[src/rtl/tx_pattern_gen.sv]
// Transceiver TX pattern generator: IDLE/ALIGN comma framing, then counter/PRBS-7/PRBS-31 data
// with periodic comma insertion. Define TX_PATTERN_GEN_ERR_INJECT_EN to enable error injection.
module tx_pattern_gen #(
    parameter int unsigned COMMA_PERIOD = 256,
    parameter int unsigned ALIGN_WORDS  = 16
) (
    input  logic        txclk,
    input  logic        rst_n,
    input  logic        ctrl_enable,
    input  logic [1:0]  ctrl_mode,
    input  logic        ctrl_inject_err,
    input  logic        ctrl_clear,
    input  logic        tx_ready,
    output logic [15:0] tx_data,
    output logic [1:0]  tx_charisk,
    output logic [47:0] tx_cnt,
    output logic [15:0] tx_err_injected,
    output logic [1:0]  tx_state
);

    localparam logic [15:0] CommaWord  = 16'hBC50;
    localparam logic [1:0]  CommaK     = 2'b10;
    localparam logic [15:0] PeriodLast = 16'(COMMA_PERIOD - 1);
    localparam logic [7:0]  AlignLast  = 8'(ALIGN_WORDS - 1);

    typedef enum logic [1:0] {
        StIdle  = 2'b00,
        StAlign = 2'b01,
        StRun   = 2'b10
    } state_e;

    state_e      state_q, state_d;
    logic [1:0]  rst_sync_q;
    logic [7:0]  align_q, align_d;
    logic [15:0] period_q, period_d;
    logic [1:0]  mode_q, mode_d;
    logic [15:0] ctr_q, ctr_d, ctr_base;
    logic [6:0]  prbs7_q, prbs7_d, base7, next7;
    logic [30:0] prbs31_q, prbs31_d, base31, next31;
    logic [15:0] w7, w31, word;
    logic [15:0] data_q, data_d;
    logic [1:0]  k_q, k_d;
    logic [47:0] cnt_q, cnt_d;
    logic [15:0] err_q, err_d;
    logic        go, run_entry, is_data, inj;

    // Reset asserts asynchronously but the FSM only leaves IDLE once release has crossed two flops
    always_ff @(posedge txclk or negedge rst_n) begin
        if (!rst_n) rst_sync_q <= 2'b00;
        else        rst_sync_q <= {rst_sync_q[0], 1'b1};
    end

    assign go        = ctrl_enable & tx_ready;
    assign run_entry = (state_q == StAlign) && (align_q == '0);
    assign ctr_base  = run_entry ? 16'h0000 : ctr_q;
    assign base7     = run_entry ? '1 : prbs7_q;
    assign base31    = run_entry ? '1 : prbs31_q;

    // 16 serial LFSR steps per word; the earliest generated bit lands in [15]
    always_comb begin
        logic [6:0]  s7;
        logic [30:0] s31;
        s7  = base7;
        s31 = base31;
        w7  = '0;
        w31 = '0;
        for (int i = 0; i < 16; i++) begin
            w7[15-i]  = s7[6] ^ s7[5];
            s7        = {s7[5:0], s7[6] ^ s7[5]};
            w31[15-i] = s31[30] ^ s31[27];
            s31       = {s31[29:0], s31[30] ^ s31[27]};
        end
        next7  = s7;
        next31 = s31;
    end

`ifdef TX_PATTERN_GEN_ERR_INJECT_EN
    logic inj_prev_q, pend_q, pend_d, inj_req;

    always_ff @(posedge txclk or negedge rst_n) begin
        if (!rst_n) begin
            inj_prev_q <= 1'b0;
            pend_q     <= 1'b0;
        end else begin
            inj_prev_q <= ctrl_inject_err;
            pend_q     <= pend_d;
        end
    end
`else
    logic unused_inject;
    assign unused_inject = ctrl_inject_err;
`endif

    always_comb begin
        state_d  = state_q;
        align_d  = align_q;
        mode_d   = mode_q;
        period_d = '0;
        ctr_d    = ctr_q;
        prbs7_d  = prbs7_q;
        prbs31_d = prbs31_q;
        data_d   = CommaWord;
        k_d      = CommaK;
        cnt_d    = cnt_q;
        err_d    = err_q;
        is_data  = 1'b0;
        word     = ctr_base;

        unique case (state_q)
            StIdle: begin
                if (go && rst_sync_q[1]) begin
                    state_d = StAlign;
                    align_d = AlignLast;
                    mode_d  = (ctrl_mode == 2'b11) ? 2'b00 : ctrl_mode;
                end
            end
            StAlign: begin
                if (align_q == '0) state_d = StRun;
                else               align_d = align_q - 8'd1;
            end
            StRun:   state_d = StRun;
            default: state_d = StIdle;
        endcase
        if (!go) state_d = StIdle;

        // period_d is the position of the emitted word within the comma period; 0 marks a comma
        if (state_d == StRun) begin
            if (run_entry)                 period_d = 16'd1;
            else if (period_q != PeriodLast) period_d = period_q + 16'd1;
            is_data = (period_d != '0);
        end

`ifdef TX_PATTERN_GEN_ERR_INJECT_EN
        inj_req = pend_q | (ctrl_inject_err & ~inj_prev_q);
        inj     = inj_req & is_data;
        pend_d  = inj_req & ~is_data;
        if (inj && err_q != 16'hFFFF) err_d = err_q + 16'd1;
`else
        inj   = 1'b0;
        err_d = '0;
`endif

        if (is_data) begin
            case (mode_q)
                2'b01:   word = w7;
                2'b10:   word = w31;
                default: word = ctr_base;
            endcase
            ctr_d    = ctr_base + 16'd1;
            prbs7_d  = next7;
            prbs31_d = next31;
            cnt_d    = cnt_q + 48'd1;
            data_d   = word ^ {15'd0, inj};
            k_d      = 2'b00;
        end

        if (ctrl_clear) begin
            cnt_d = '0;
            err_d = '0;
        end
    end

    always_ff @(posedge txclk or negedge rst_n) begin
        if (!rst_n) begin
            state_q  <= StIdle;
            align_q  <= '0;
            period_q <= '0;
            mode_q   <= '0;
            ctr_q    <= '0;
            prbs7_q  <= '1;
            prbs31_q <= '1;
            data_q   <= CommaWord;
            k_q      <= CommaK;
            cnt_q    <= '0;
            err_q    <= '0;
        end else begin
            state_q  <= state_d;
            align_q  <= align_d;
            period_q <= period_d;
            mode_q   <= mode_d;
            ctr_q    <= ctr_d;
            prbs7_q  <= prbs7_d;
            prbs31_q <= prbs31_d;
            data_q   <= data_d;
            k_q      <= k_d;
            cnt_q    <= cnt_d;
            err_q    <= err_d;
        end
    end

    assign tx_data         = data_q;
    assign tx_charisk      = k_q;
    assign tx_cnt          = cnt_q;
    assign tx_err_injected = err_q;
    assign tx_state        = state_q;

endmodule

[config.mk]
export PLATFORM = sky130hd
export DESIGN_NAME = tx_pattern_gen
export DESIGN_NICKNAME = d
export VERILOG_FILES = /design/src/rtl/tx_pattern_gen.sv
export SDC_FILE = /design/constraint.sdc
export NUM_CORES = 1
export LEC_CHECK = 0
export BUFFER_PORTS_ARGS = -buffer_cell sky130_fd_sc_hd__buf_2
export CAP_MARGIN = 20
export CORE_MARGIN = 2
export CORE_UTILIZATION = 30
export DETAILED_ROUTE_END_ITERATION = 10
export PLACE_DENSITY_LB_ADDON = 0.08
export SLEW_MARGIN = 20
export SYNTH_ARGS = -nofsm -noshare
export SYNTH_HDL_FRONTEND = slang
export SYNTH_SLANG_ARGS = --single-unit
export TNS_END_PERCENT = 5
[constraint.sdc]
create_clock -name txclk -period 4.7 [get_ports txclk]
set_input_delay 0.705 -clock txclk [delete_from_list [all_inputs] [get_ports txclk]]
set_output_delay 0.705 -clock txclk [all_outputs]
set_load 0.05 [all_outputs]
==> results.yml <==
outcome:
  status: "complete, no violations"
global_routing:
  grt_pass1_vias: 6971
  grt_pass1_wl_um: 39400
  grt_overflow_total: 0
  track_usage: 0.173
  maximum_number_of_pins_on_one_net_before_global_route_repair: 88
  antenna_violations_before_repair: 0
floorplanning:
  floorplan.die.height_um: 171
  design.die.area_mm2: 0.0291
  initial_core_util: 0.307
  design.core.area_mm2: 0.0271
  die-width_um: 171
  std_cell_rows: 60
  number_of_top_level_pins: 92
critical_path:
  criticalPathCategory: "flop to flop"
  critPathArrivalTime_ps: 3640
  cp-end-kind: "flop"
  worst-endpoint-required_ps: 5010
  crit_path_top_delay_cell: "nor2_2"
  path_cells: "nor4_1 > nand4b_1 > buf_4 > nor2_2 > o21ai_0 > mux2_2"
  critical_path.max_fanout: 35
  startpoint_type: "flop"
  timing.critical_path.slowest_cell_delay_ps: 830
place:
  placement.setup.worst_slack_ps: 1360
  hpwl_um: 15100
  placed_cells_incl_taps: 1300
  placement.io_buffers: 73
  gp_routability_congestion: 0.766
synthesis:
  synth-edff-count: 0
  synth_cell_types: 53
  postSynth.topFlopCell: "dfrtp_1"
  synth.yosys.seq_area_share: 0.455
  netlist_instances: 914
  asyncSetResetFlopFracSynth: 1.00
  synth.avg_cell_area_um2: 9.10
  number_of_synthesized_register_bits: 149
  synthesis.area_mm2: 0.00832
  yosys_warnings: 0
sta:
  layout_setup_ws_ps: 1370
  max_freq_ghz: 0.300
  grt_setup_unrepaired: "no"
  fin_skew_ps: 10.2
  maxSlewHeadroom: 0.330
  report.final.setup_viol: 0
  slew_violations: 0
  fin_setup_tns_ps: 0
  worst_pin_slew_ps: 1000
  timing_hold_violations_final: 0
  final.min_clock_period_ps: 3330
  final.period_utilization: 0.708
cts:
  cts.hold.buffers_added: 0
  clk_root_buffer_cell: "clkbuf_16"
  cts_tree: "done"
  cts_max_path_buffers: 2
  worst_setup_hold_path_clk_slew_ps: 60
  htree_levels: 4
  clock_sinks: 149
  clk-insertion-delay-late_ps: 430
  post_cts_buffers: 0
  cts-resized-gates: 0
  cts_made_buffers: 17
cells_and_area:
  n_antenna_cell: 0
  layout.area.seq_mm2: 0.00379
  drive_above_1_share: 0.196
  area_growth_syn_to_layout_pct: 14.7
  post_layout_nonfiller_instances: 1330
  multiInputGateArea_mm2: 0.00412
  fillCellCount: 2838
  layout.nets: 961
drt:
  drc_markers: 0
  total_wire_length_um: 24200
  drt_wl_cell_um: 18.2
  drt_iter0_drc: 408
  drtAntennaViolNets: 0
  drt-vias-per-instance: 5.27
  dr.pass1.iters: 5
  via_count: 7014
power_and_ir_drop:
  cellPowerDensity_mw_per_mm2: 302
  vdd.ir_drop.worst_mv: 0.235
  power_leakage_nw: 3.93
flow_run:
  maxCapViolations: 0
min_path:
  worstHoldPathType: "flop to flop"
## power breakdown
group,internal [mW],total (mW),switching (mW),leakage (nW)
clock,0.838,1.40,0.564,0.284
combinational,0.0327,0.167,0.134,1.76
sequential,1.30,1.32,0.0129,1.89
## metal layers
layer / wire, um / vias up / global-route usage
li1: - / 3382 / -
met1: 12200 / 3522 / 0.243
met2: 11100 / 100 / 0.277
met4: 163 / 0 / 0.0346
met3: 704 / 10 / 0.0347
met5: 0 / - / 0
## stage by stage
stage / hold slack (ps) / total power [mW] / instance area (um2) / utilization
after detailed placement: 336 / 1.51 / 8960 / 0.331
after global routing: 362 / 3.01 / 9540 / 0.352
after global placement: 333 / 1.51 / 8960 / 0.331
after floorplan: 331 / 1.46 / 8380 / -
after CTS: 350 / 2.94 / 9540 / 0.352
final: 348 / 2.88 / 9540 / 0.352
## cell usage in the layout, fill, tap and decap left out, types with 3 or more instances in the layout
master	instances
nor3_1	42
nand2_1	68
xnor2_1	18
nand4_1	21
nor2b_1	5
nand3_2	3
dfstp_2	46
nand3b_1	4
buf_2	72
o41ai_1	25
a21oi_1	64
ha_1	6
o31ai_1	37
or4_1	18
a22oi_1	14
clkbuf_16	17
and2_1	14
nor4_1	13
nor2_1	87
a2111o_1	24
a31oi_1	7
nand3_1	71
and3_1	12
mux2_2	6
or3_1	5
conb_1	18
dfrtp_1	103
buf_4	17
xor2_1	36
o21ai_0	23
bufinv_16	3
clkinv_2	6
inv_1	19
## cells in the mapped netlist (6+ instances only)
cell	instances	area, um2
a31oi_1	7	43.8
nand3_1	72	360
a2111o_1	24	270
nor2_1	89	334
ha_1	6	75.1
buf_2	17	85.1
o31ai_1	37	278
and2_1	14	87.6
xor2_1	36	315
nor4_1	14	87.6
o41ai_1	25	219
and3_1	12	75.1
dfrtp_1	103	2580
nand2_1	68	255
inv_1	19	71.3
or4_1	18	135
dfstp_2	46	1210
buf_4	18	135
a22oi_1	14	105
a21oi_1	65	325
mux2_2	6	67.6
nor3_1	42	210
xnor2_1	18	158
o21ai_0	23	115
nand4_1	21	131
clkbuf_1	53	199
## final cells by class
cell class,instances,share of cell area
Clock inverter,11,0.0142
Tap cell,372,0.0488
Multi-Input combinational cell,669,0.432
Sequential cell,149,0.397
Timing Repair Buffer,91,0.0544
Clock buffer,19,0.0464
Inverter,19,0.00748
## critical path, delay by kind of cell (launching register included)
family / cells / cell delay (ps)
mux: 1 / 310
compound gates: 1 / 220
flops: 1 / 430
simple gates: 3 / 1840
buf+inv: 1 / 400
## registers in the layout (all words and copies together), names as in the netlist, 7 cells and up
register  cells
ctr_q        16
align_q       8
tx_cnt       48
period_q     16
tx_data      16
prbs31_q     31
prbs7_q       7
## final timing paths
check,startpoint,to,slack [ps],depth (start not counted)
max in group asynchronous,rst_n,prbs31_q[30],3310,2
worst max-delay path,align_q[2],tx_cnt[2],1370,6
min in group asynchronous,rst_n,period_q[11],360,1
worst min-delay path,rst_sync_q[0],rst_sync_q[1],350,0
worst max register to register,align_q[2],tx_cnt[2],1370,6
worst min register to register,rst_sync_q[0],rst_sync_q[1],350,0
## cells by family (layout without fill, tap and decap cells)
kind of cell / Yosys count / after routing / share of synthesized area
buf+inv: 112 / 140 / 0.0615
simple gates: 380 / 380 / 0.234
fa+ha+maj: 6 / 6 / 0.00902
flops: 149 / 149 / 0.455
compound gates: 202 / 202 / 0.171
mux: 9 / 9 / 0.0120
xor+xnor: 54 / 54 / 0.0569
other cells: 2 / 18 / 0.000903
No activity file was read; power rests on OpenSTA's default activity.
